<file path="src/rtl/motor_pkg.sv">
// Shared constants, mix sign table and FSM state type for the
// quad-X motor mixer.
package motor_pkg;

    localparam int NUM_MOTORS = 4;
    localparam int MIX_W      = 19;

    typedef enum logic {
        IDLE,
        CALC
    } state_t;

    // bit0 roll, bit1 pitch, bit2 yaw; a set bit subtracts that term
    localparam logic [2:0] MIX_NEG [NUM_MOTORS] = '{
        3'b100,
        3'b001,
        3'b111,
        3'b010
    };

    function automatic logic signed [MIX_W-1:0] mix_term(
        input logic signed [MIX_W-1:0] v,
        input logic                    neg
    );
        return neg ? -v : v;
    endfunction

endpackage

</file>
<file path="src/rtl/motor_dispatch.sv">
// One motor channel: latest-wins speed register, pending flag and
// a guarded one-cycle load strobe toward the PWM stage.
module motor_dispatch #(
    parameter int MIN_SPEED = 256
) (
    input  logic        clk,
    input  logic        rst,
    input  logic        wr_stb,
    input  logic [15:0] wr_data,
    input  logic        pwm_busy,
    output logic [15:0] speed_out,
    output logic        speed_oe
);

    logic [15:0] r_spd;
    logic        r_pend;
    logic        r_oe;
    logic        w_fire;

    // ~r_oe covers the cycle before the stage raises busy
    assign w_fire = r_pend & ~pwm_busy & ~r_oe;

    always_ff @(posedge clk or posedge rst) begin
        if (rst) begin
            r_spd  <= 16'(MIN_SPEED);
            r_pend <= 1'b0;
            r_oe   <= 1'b0;
        end else begin
            r_oe <= 1'b0;
            if (wr_stb) begin
                r_spd  <= wr_data;
                r_pend <= 1'b1;
            end else if (w_fire) begin
                r_oe   <= 1'b1;
                r_pend <= 1'b0;
            end
        end
    end

    assign speed_out = r_spd;
    assign speed_oe  = r_oe;

endmodule

</file>
<file path="src/rtl/motor_mixer.sv">
// Quad-X mixer: one command in, four clamped speeds out through one
// shared adder. Optional arm input enabled by MOTOR_MIXER_ARM_EN.
module motor_mixer
    import motor_pkg::*;
#(
    parameter int MAX_SPEED  = 65535,
    parameter int MIN_SPEED  = 256,
    parameter int CORR_WIDTH = 16
) (
    input  logic                         clk,
    input  logic                         rst,
    input  logic [15:0]                  throttle,
    input  logic signed [CORR_WIDTH-1:0] roll,
    input  logic signed [CORR_WIDTH-1:0] pitch,
    input  logic signed [CORR_WIDTH-1:0] yaw,
    input  logic                         cmd_valid,
    output logic                         cmd_ready,
    output logic [15:0]                  speed_out [NUM_MOTORS],
    output logic [NUM_MOTORS-1:0]        speed_oe,
`ifdef MOTOR_MIXER_ARM_EN
    input  logic                         arm,
`endif
    input  logic [NUM_MOTORS-1:0]        pwm_busy
);

    localparam logic signed [MIX_W-1:0] LO = MIX_W'(MIN_SPEED);
    localparam logic signed [MIX_W-1:0] HI = MIX_W'(MAX_SPEED);

    state_t                       r_state;
    state_t                       w_next;
    logic [1:0]                   r_idx;
    logic [15:0]                  r_thr;
    logic signed [CORR_WIDTH-1:0] r_roll;
    logic signed [CORR_WIDTH-1:0] r_pitch;
    logic signed [CORR_WIDTH-1:0] r_yaw;
    logic                         w_acc;
    logic                         w_calc;
    logic signed [MIX_W-1:0]      w_t;
    logic signed [MIX_W-1:0]      w_r;
    logic signed [MIX_W-1:0]      w_p;
    logic signed [MIX_W-1:0]      w_y;
    logic [2:0]                   w_neg;
    logic signed [MIX_W-1:0]      w_sum;
    logic [15:0]                  w_clamp;
    logic [15:0]                  w_val;
    logic                         w_armed;
    logic                         w_fall;
    logic [NUM_MOTORS-1:0]        w_hit;
    logic [NUM_MOTORS-1:0]        w_wr;
    logic [15:0]                  w_wd [NUM_MOTORS];

    assign w_acc = cmd_valid & cmd_ready;

    always_ff @(posedge clk or posedge rst) begin
        if (rst) begin
            r_state <= IDLE;
        end else begin
            r_state <= w_next;
        end
    end

    always_comb begin
        w_next = r_state;
        unique case (r_state)
            IDLE: if (w_acc) w_next = CALC;
            CALC: if (r_idx == 2'd3) w_next = IDLE;
            default: w_next = IDLE;
        endcase
    end

    always_comb begin
        cmd_ready = (r_state == IDLE);
        w_calc    = (r_state == CALC);
    end

    always_ff @(posedge clk or posedge rst) begin
        if (rst) begin
            r_idx   <= 2'd0;
            r_thr   <= '0;
            r_roll  <= '0;
            r_pitch <= '0;
            r_yaw   <= '0;
        end else if (w_acc) begin
            r_idx   <= 2'd0;
            r_thr   <= throttle;
            r_roll  <= roll;
            r_pitch <= pitch;
            r_yaw   <= yaw;
        end else if (w_calc) begin
            r_idx <= r_idx + 2'd1;
        end
    end

    assign w_t = $signed({{(MIX_W-16){1'b0}}, r_thr});
    assign w_r = {{(MIX_W-CORR_WIDTH){r_roll[CORR_WIDTH-1]}}, r_roll};
    assign w_p = {{(MIX_W-CORR_WIDTH){r_pitch[CORR_WIDTH-1]}}, r_pitch};
    assign w_y = {{(MIX_W-CORR_WIDTH){r_yaw[CORR_WIDTH-1]}}, r_yaw};

    assign w_neg = MIX_NEG[r_idx];
    assign w_sum = w_t
                 + mix_term(w_r, w_neg[0])
                 + mix_term(w_p, w_neg[1])
                 + mix_term(w_y, w_neg[2]);

    always_comb begin
        w_clamp = w_sum[15:0];
        if (w_sum < LO) begin
            w_clamp = 16'(MIN_SPEED);
        end else if (w_sum > HI) begin
            w_clamp = 16'(MAX_SPEED);
        end
    end

`ifdef MOTOR_MIXER_ARM_EN
    logic r_arm_q;

    always_ff @(posedge clk or posedge rst) begin
        if (rst) begin
            r_arm_q <= 1'b0;
        end else begin
            r_arm_q <= arm;
        end
    end

    assign w_armed = arm;
    assign w_fall  = r_arm_q & ~arm;
`else
    assign w_armed = 1'b1;
    assign w_fall  = 1'b0;
`endif

    assign w_val = w_armed ? w_clamp : 16'(MIN_SPEED);

    for (genvar i = 0; i < NUM_MOTORS; i++) begin : g_ch
        // a CALC write beats a disarm spin-down on the same channel
        assign w_hit[i] = w_calc && (r_idx == 2'(i));
        assign w_wr[i]  = w_hit[i] | w_fall;
        assign w_wd[i]  = w_hit[i] ? w_val : 16'(MIN_SPEED);

        motor_dispatch #(
            .MIN_SPEED (MIN_SPEED)
        ) u_disp (
            .clk       (clk),
            .rst       (rst),
            .wr_stb    (w_wr[i]),
            .wr_data   (w_wd[i]),
            .pwm_busy  (pwm_busy[i]),
            .speed_out (speed_out[i]),
            .speed_oe  (speed_oe[i])
        );
    end

endmodule

</file>
<file path="config.mk">
export PLATFORM = sky130hd
export DESIGN_NAME = motor_mixer
export DESIGN_NICKNAME = d
export VERILOG_FILES = /design/src/rtl/motor_pkg.sv /design/src/rtl/motor_dispatch.sv /design/src/rtl/motor_mixer.sv
export SDC_FILE = /design/constraint.sdc
export NUM_CORES = 1
export LEC_CHECK = 0
export CAP_MARGIN = 5
export CELL_PAD_IN_SITES_DETAIL_PLACEMENT = 1
export CELL_PAD_IN_SITES_GLOBAL_PLACEMENT = 2
export CORE_MARGIN = 5
export CORE_UTILIZATION = 31
export DETAILED_ROUTE_END_ITERATION = 10
export HOLD_SLACK_MARGIN = 0.03
export PLACE_DENSITY_LB_ADDON = 0.1
export SYNTH_ARGS = -nofsm -noshare
export SYNTH_HDL_FRONTEND = slang
export SYNTH_SLANG_ARGS = --single-unit
</file>
<file path="constraint.sdc">
create_clock -name clk -period 5.11 [get_ports clk]
set_input_delay 1.2775 -clock clk [delete_from_list [all_inputs] [get_ports clk]]
set_output_delay 1.2775 -clock clk [all_outputs]
set_load 0.03 [all_outputs]
</file>
==> metrics.md, run 1 <==
| Metric | Value |
|---|---|
| Status | `finished, violations left` |
| DP Worst Slack | `-0.1080 ns` |
| Hold path depth | `1` |
| Per-cell routed wire length | `approximately 18 um` |
| Synth cell types | `59` |
| Max H-tree Level | `4` |
| Mapped Nets | `around 910` |
| Site Rows | `59` |
| Gpl congestion | `roughly 0.79` |
| Final Hold Fails | `0` |
| Yosys reg bits | `139` |
| Final worst slack | `-0.07291 ns` |
| Die X | `roughly 170 um` |
| Setup TNS | `-1.375 ns` |
| Ys async rst share | `1.000` |
| Syn_area_per_cell | `between 10 and 15 um2` |
| Min-delay src | `g_ch[1].u_disp.speed_oe$_DFF_PP0_` |
| CTS Buffer Depth | `2` |
| Clk root buf | `clkbuf_16` |
| Post-layout minimum cycle time | `between 5 and 6 ns` |
| Clk slew on worst S/H paths | `about 0.070 ns` |
| Synthesis Warnings | `0` |
| First-pass GRT wire length | `38810 um` |
| Gate count of the mapped netlist | `781` |
| Critical path peak fanout | `5` |
| Post-route cell area | `about 0.011 mm2` |
| Die area | `around 0.03 mm2` |
| Total Wirelength | `about 24000 um` |
| Fin crit share | `1.014` |
| Placed cell area | `0.01043 mm2` |
| Relative slew slack | `0.4152` |
| Violated checks | `setup timing` |
| DRT Pass-1 Iters | `4` |
| Post-Syn Area | `0.008277 mm2` |
| Final ANT Viol Nets | `0` |
| TritonCTS clock tree | `done` |
| Critical path class | `reg -> reg` |
| Filler cell count | `2849` |
| Post-synth top cells | `dfrtp_1, inv_1, nor2_1, mux2_2, nand2_1` |
| TritonCTS buffer count | `17` |
| Hold-fix buffers, CTS | `0` |
| Via count | `between 6000 and 7000` |
| Hold Crit Class | `reg -> reg` |
| Flop2flop setup slack | `-0.07 ns` |
| Via density | `approximately 4.8` |
| Max Freq | `0.1929 GHz` |
| DR iter-0 viols | `approximately 280` |
| IO Port Bufs | `between 100 and 150` |
| Sink Count | `roughly 140` |
| Layout cells sized above 1 | `0.2553` |
| Max Cap Viol | `0` |
| Critical Path Source Type | `flip-flop` |
| Seq/Total Area, Yosys | `0.4209` |
| R2R cell count | `20` |
| RR Startpoint | `r_yaw[5]$_DFFE_PP0P_` |
| IO Count | `140` |
| Largest net degree at the start of global routing | `82` |
| Final Slew Violations | `0` |
| Post-synth top area share | `0.4082` |
| Fin nets | `about 1100` |
| Area contributors post-synth | `dfrtp_1, fa_1, mux2_2, ha_1, xnor2_1` |
| Leading area contributor after synthesis | `dfrtp_1` |
| Initial Util | `0.3158` |
| RSZ-0062 raised after global routing | `yes` |
| Reg2reg end | `g_ch[2].u_disp.speed_out[8]$_DFFE_PP1P_` |
| Initial antenna violation count | `0` |
| Area Overhead vs Synth | `38.85%` |
| CP arrival | `5.53 ns` |
| Detailed placer's ending HPWL | `between 15000 and 20000 um` |
| Post-synth EDFFs | `0` |
| N_diodes | `0` |
| Most numerous cell in the Yosys netlist | `dfrtp_1` |
| Final setup fails | `35` |
| GRT Overall Usage | `0.1589` |
| Vias in the first global route | `between 7000 and 8000` |
| Die span in y | `between 150 and 200 um` |
| End of the worst hold path | `g_ch[1].u_disp.speed_oe$_DFF_PP0_` |
| Worst slew pin tran | `roughly 0.88 ns` |
| WP data required | `approximately 5.5 ns` |
| Endpoint class of the critical path | `flip-flop` |
| Total grt overflow | `0` |
| Setup Skew | `about 0.012 ns` |
| Clk_lat worst skew | `about 0.42 ns` |
| Core ar. | `0.02621 mm2` |
| Ys flop type | `dfrtp_1` |
| DRC | `0` |
[layout by cell type, fill, tap and decap left out, types with 14 or more instances in the layout]
| master | n |
|---|---|
| a21oi_1 | 14 |
| xnor2_1 | 34 |
| clkbuf_16 | 17 |
| buf_4 | 63 |
| a22o_1 | 20 |
| clkdlybuf4s50_1 | 139 |
| inv_1 | 75 |
| xor2_1 | 24 |
| ha_1 | 20 |
| mux2_2 | 57 |
| nor2_1 | 59 |
| o21ai_0 | 33 |
| nand2_1 | 41 |
| dfrtp_1 | 135 |
| a211oi_1 | 28 |
| fa_1 | 34 |
[metal layers]
metal  vias to the layer above  track usage  part of all wire
li1                       3076            -                 -
met1                      3183       0.2123              0.46
met2                       117       0.2680              0.50
met3                        14      0.02683             0.032
met4                         0      0.04257            0.0087
met5                         -            0                 0
[stage by stage]
step	util	hold WS, ns	instances
after global routing	0.4385	0.4839	1322
final	0.4385	0.4655	1322
after detailed placement	0.3980	0.4585	1278
after floorplan	-	0.4277	781
after global placement	0.3980	0.4418	1278
after CTS	0.4277	0.4674	1318
[worst max-delay path by stage]
stage | depth (start not counted) | from | slack (ns) | endpoint
global placement | 19 | r_pitch[2]$_DFFE_PP0P_ | -0.05 | g_ch[2].u_disp.speed_out[2]$_DFFE_PP0P_
global route | 20 | r_yaw[5]$_DFFE_PP0P_ | -0.26 | g_ch[2].u_disp.speed_out[8]$_DFFE_PP1P_
floorplan | 18 | r_yaw[2]$_DFFE_PP0P_ | 0.00009 | g_ch[0].u_disp.speed_out[0]$_DFFE_PP0P_
detailed placement | 20 | r_idx[1]$_DFFE_PP0P_ | -0.11 | g_ch[2].u_disp.speed_out[2]$_DFFE_PP0P_
finish | 20 | r_yaw[5]$_DFFE_PP0P_ | -0.07 | g_ch[2].u_disp.speed_out[8]$_DFFE_PP1P_
CTS | 21 | r_idx[0]$_DFFE_PP0P_ | 0.004 | g_ch[2].u_disp.speed_out[8]$_DFFE_PP1P_
[worst max-delay path, cell delays in order (launching register included)]
cell     delay [ns]
dfrtp_1        0.37
or4_4          0.55
nor4_4         0.39
buf_4          0.19
a31oi_4        0.08
xor2_1         0.19
fa_1           0.55
inv_2          0.04
fa_1           0.51
inv_2          0.05
ha_4           0.21
and3_4         0.16
a221o_1        0.29
a211o_1        0.29
a21oi_2        0.15
xor2_1         0.19
nand4_1        0.22
buf_6          0.22
nor4b_4        0.13
buf_4          0.17
a21oi_2        0.12
[flip-flops by register name, summed over array words and instances (netlist names)]
name,flops
g_ch.u_disp.r_pend,4
g_ch.u_disp.speed_oe,4
g_ch.u_disp.speed_out,64
r_idx,2
r_pitch,16
r_roll,16
r_state,1
r_thr,16
r_yaw,16
[cells by family (layout without fill, tap and decap cells)]
logic type | Yosys count | after routing | share of synthesized area
flip-flops | 139 | 139 | 0.4209
AO/OA/AOI/OAI | 171 | 171 | 0.1418
buffers and inverters | 117 | 323 | 0.05941
adder cells (fa/ha/maj) | 61 | 61 | 0.1231
XOR/XNOR | 61 | 61 | 0.06878
multiplexers | 61 | 61 | 0.08239
AND/OR/NAND/NOR | 171 | 171 | 0.1037
[what timing repair did]
item                                    4_1_cts  5_1_grt
buffers inserted                              8        4
gates cloned                                  1        0
gates resized for setup                      26       59
endpoints found under the setup margin       56       64
pin swaps                                     1       27
[final cells by class]
class                   instances  area (um2)  share of cell area
inverters                      81       309.0             0.02689
well taps                     335       419.2             0.03647
multi-input cells             525        4713              0.4101
repair buffers                210        1989              0.1731
clock inverters                15       152.6             0.01328
flip-flops and latches        139        3483              0.3031
clock buffers                  17       425.4             0.03702
Power of run 1 is left out: the tool's default activity adds up to more than one toggle a clock period on the data nets, which glitch-free logic cannot reach.
==> run 2, diff against run 1 <==
--- a/config.mk
+++ b/config.mk
@@ -5,7 +5,7 @@
 export SDC_FILE = /design/constraint.sdc
 export NUM_CORES = 1
 export LEC_CHECK = 0
-export CAP_MARGIN = 5
+export CAP_MARGIN = 20
 export CELL_PAD_IN_SITES_DETAIL_PLACEMENT = 1
 export CELL_PAD_IN_SITES_GLOBAL_PLACEMENT = 2
 export CORE_MARGIN = 5
==> results of run 2 <==
Same layout as run 1: the final DEF is identical, and so are final timing and power.
Power of run 2 is left out for the same reason.
==> patch (settings of run 1) <==
Change the parameter `CORR_WIDTH` from 16 to 18.
--- a/src/rtl/motor_mixer.sv
+++ b/src/rtl/motor_mixer.sv
@@ -7,3 +7,3 @@
     parameter int MIN_SPEED  = 256,
-    parameter int CORR_WIDTH = 16
+    parameter int CORR_WIDTH = 18
 ) (
Ports: changed (resized pitch, roll and yaw); port bits go from 140 to 146. No check against the original RTL was run, so the function may have changed too.
==> patch against run 1 <==
Count of clock-buffer cells in the layout grew 1; core utilization rose by 2.6 points; clock skew decreased by 0.0022 ns; wire length grew 15%; the flow still finishes with violations (negative setup slack); synthesized area rose by 6.9%; worst setup slack improved by 0.031 ns; design area is 13% higher; highest routed layer unchanged; hold slack lost 0.0044 ns; sequential cell count is 6 higher.
Power is left out: the tool's default activity adds up to more than one toggle a clock period on the data nets, which glitch-free logic cannot reach.
==> patch: results (changes against run 1) <==
| Metric | Value |
|---|---|
| Max-slew headroom | 27.2% (was 41.5%) |
| Area of placed instances | 0.0115 mm² (was 0.0104 mm²) |
| Crit Path Max Fanout | 6 (was 5) |
| Synth area leaders | dfrtp_1 40%, mux2_2 9.8%, fa_1 7.7% (was dfrtp_1 41%, fa_1 8.2%, mux2_2 7.8%) |
| Final Setup Violations | 28 (was 35) |
| Most frequent cells after synthesis | 141 x dfrtp_1, 77 x mux2_2, 75 x inv_1 (was 135 x dfrtp_1, 81 x inv_1, 67 x nor2_1) |
| Violated checks | negative setup slack (unchanged) |
| Post-route setup slack | -0.0421 ns (was -0.0729 ns) |
| Share of layout cells above drive strength 1 | 34.7% (was 25.5%) |
| Critical path's largest stage delay | 0.56 ns |
| Layout Nets | 1,233 (was 1,106) |
| WL final | 27,300 µm (was 23,800 µm) |
| Hold Crit Class | flip-flop to flip-flop (unchanged) |
| Post-DP HPWL | 20,600 µm (was 18,500 µm) |
| Seq cells post-synth | 145 (was 139) |
| Post-Syn Nets | 970 (was 913) |
| Final GP Congestion | 0.801 (was 0.793) |
| Status | finished with violations (unchanged) |
| Via count | 7,133 (was 6,390) |
| WP data arrival | 5.51 ns (was 5.53 ns) |
| GRT Util Overall | 17.5% (was 15.9%) |
| Worst skew pair latency | 0.43 ns |
| Largest net degree at the start of global routing | 83 (was 82) |
| Register area share after synthesis | 41.1% (was 42.1%) |
| Warnings from Yosys | 0 (unchanged) |
| DR iter-0 viols | 240 (was 281) |
| Global-route wire length before repair | 44,100 µm (was 38,800 µm) |
| Clk buf depth | 2 (unchanged) |
| Yosys cell types | 64 (was 59) |
| Layout Skew | 0.00935 ns (was 0.0115 ns) |
| Number of global-route vias before repair | 7,831 (was 7,020) |
| FILL cells | 3,059 (was 2,849) |
| Port bufs | 145 (was 139) |
| Asr flop ratio synth | 100% (unchanged) |
| CTS clk-pin slew, worst paths | 0.07 ns (about the same) |
patch: logic make-up (layout without fill, tap and decap cells):
| logic type | Yosys count | in the layout | synth area share (%) |
|---|---|---|---|
| AO/OA/AOI/OAI | 170 | 170 | 14.1 |
| multiplexers | 80 | 80 | 10.1 |
| adder cells (fa/ha/maj) | 61 | 61 | 11.5 |
| buffers and inverters | 119 | 393 | 5.59 |
| flip-flops | 145 | 145 | 41.1 |
| XOR/XNOR | 61 | 61 | 6.20 |
| AND/OR/NAND/NOR | 196 | 198 | 11.4 |
patch: worst max-delay path, delay by kind of cell (launching register included):
kind                       cells  cell delay (ns)
xor gates and xnor gates       3             0.63
and+or+nand+nor                5             1.95
AOI/OAI and AO/OA              6             1.41
buffers and inverters          1             0.04
DFF                            1             0.40
adders and majority gates      2             0.66
patch: cell type report:
type,count,area [µm²],area share [%]
multi-input cells,570,5470,42.0
flip-flops and latches,145,3630,27.9
repair buffers,286,2570,19.7
well taps,378,473,3.64
clock buffers,18,439,3.38
inverters,75,285,2.19
clock inverters,14,144,1.11
patch: path summary, 6_finish.rpt:
check | start | end | slack (ns) | depth (start not counted)
hold reg to reg | g_ch[2].u_disp.speed_oe$_DFF_PP0_ | g_ch[2].u_disp.speed_oe$_DFF_PP0_ | 0.46 | 1
setup / recovery | r_roll[4]$_DFFE_PP0P_ | g_ch[3].u_disp.speed_out[6]$_DFFE_PP0P_ | -0.04 | 17
min in group asynchronous | rst | r_roll[0]$_DFFE_PP0P_ | 1.48 | 3
setup reg to reg | r_roll[4]$_DFFE_PP0P_ | g_ch[3].u_disp.speed_out[6]$_DFFE_PP0P_ | -0.04 | 17
hold / removal | g_ch[2].u_disp.speed_oe$_DFF_PP0_ | g_ch[2].u_disp.speed_oe$_DFF_PP0_ | 0.46 | 1
max in group asynchronous | rst | r_thr[13]$_DFFE_PP0P_ | 2.81 | 3
patch: metrics by stage:
stage,std cells,setup slack (ns),setup TNS [ns]
after global routing,1486,-0.292,-12.31
after CTS,1477,-0.0873,-2.17
after floorplan,832,0.00376,0
final,1486,-0.0421,-0.472
after detailed placement,1431,-0.461,-21.94
after global placement,1431,-0.412,-18.65
patch: routing by layer:
| layer | part of all wire (%) | GRT usage (%) |
|---|---|---|
| met4 | 1.0 | 3.81 |
| met5 | 0 | 0 |
| met1 | 47 | 24.2 |
| met3 | 3.5 | 2.97 |
| met2 | 48 | 29.0 |
patch: what timing repair did:
| item | 4_1_cts | 5_1_grt |
|---|---|---|
| cloned | 2 | 1 |
| hold endpoints to repair | 0 | 0 |
| setup endpoints to repair | 64 | 64 |
| resized for setup | 84 | 65 |
| pin swaps | 35 | 24 |
| buffers inserted | 13 | 10 |
| hold buffers | 0 | 0 |
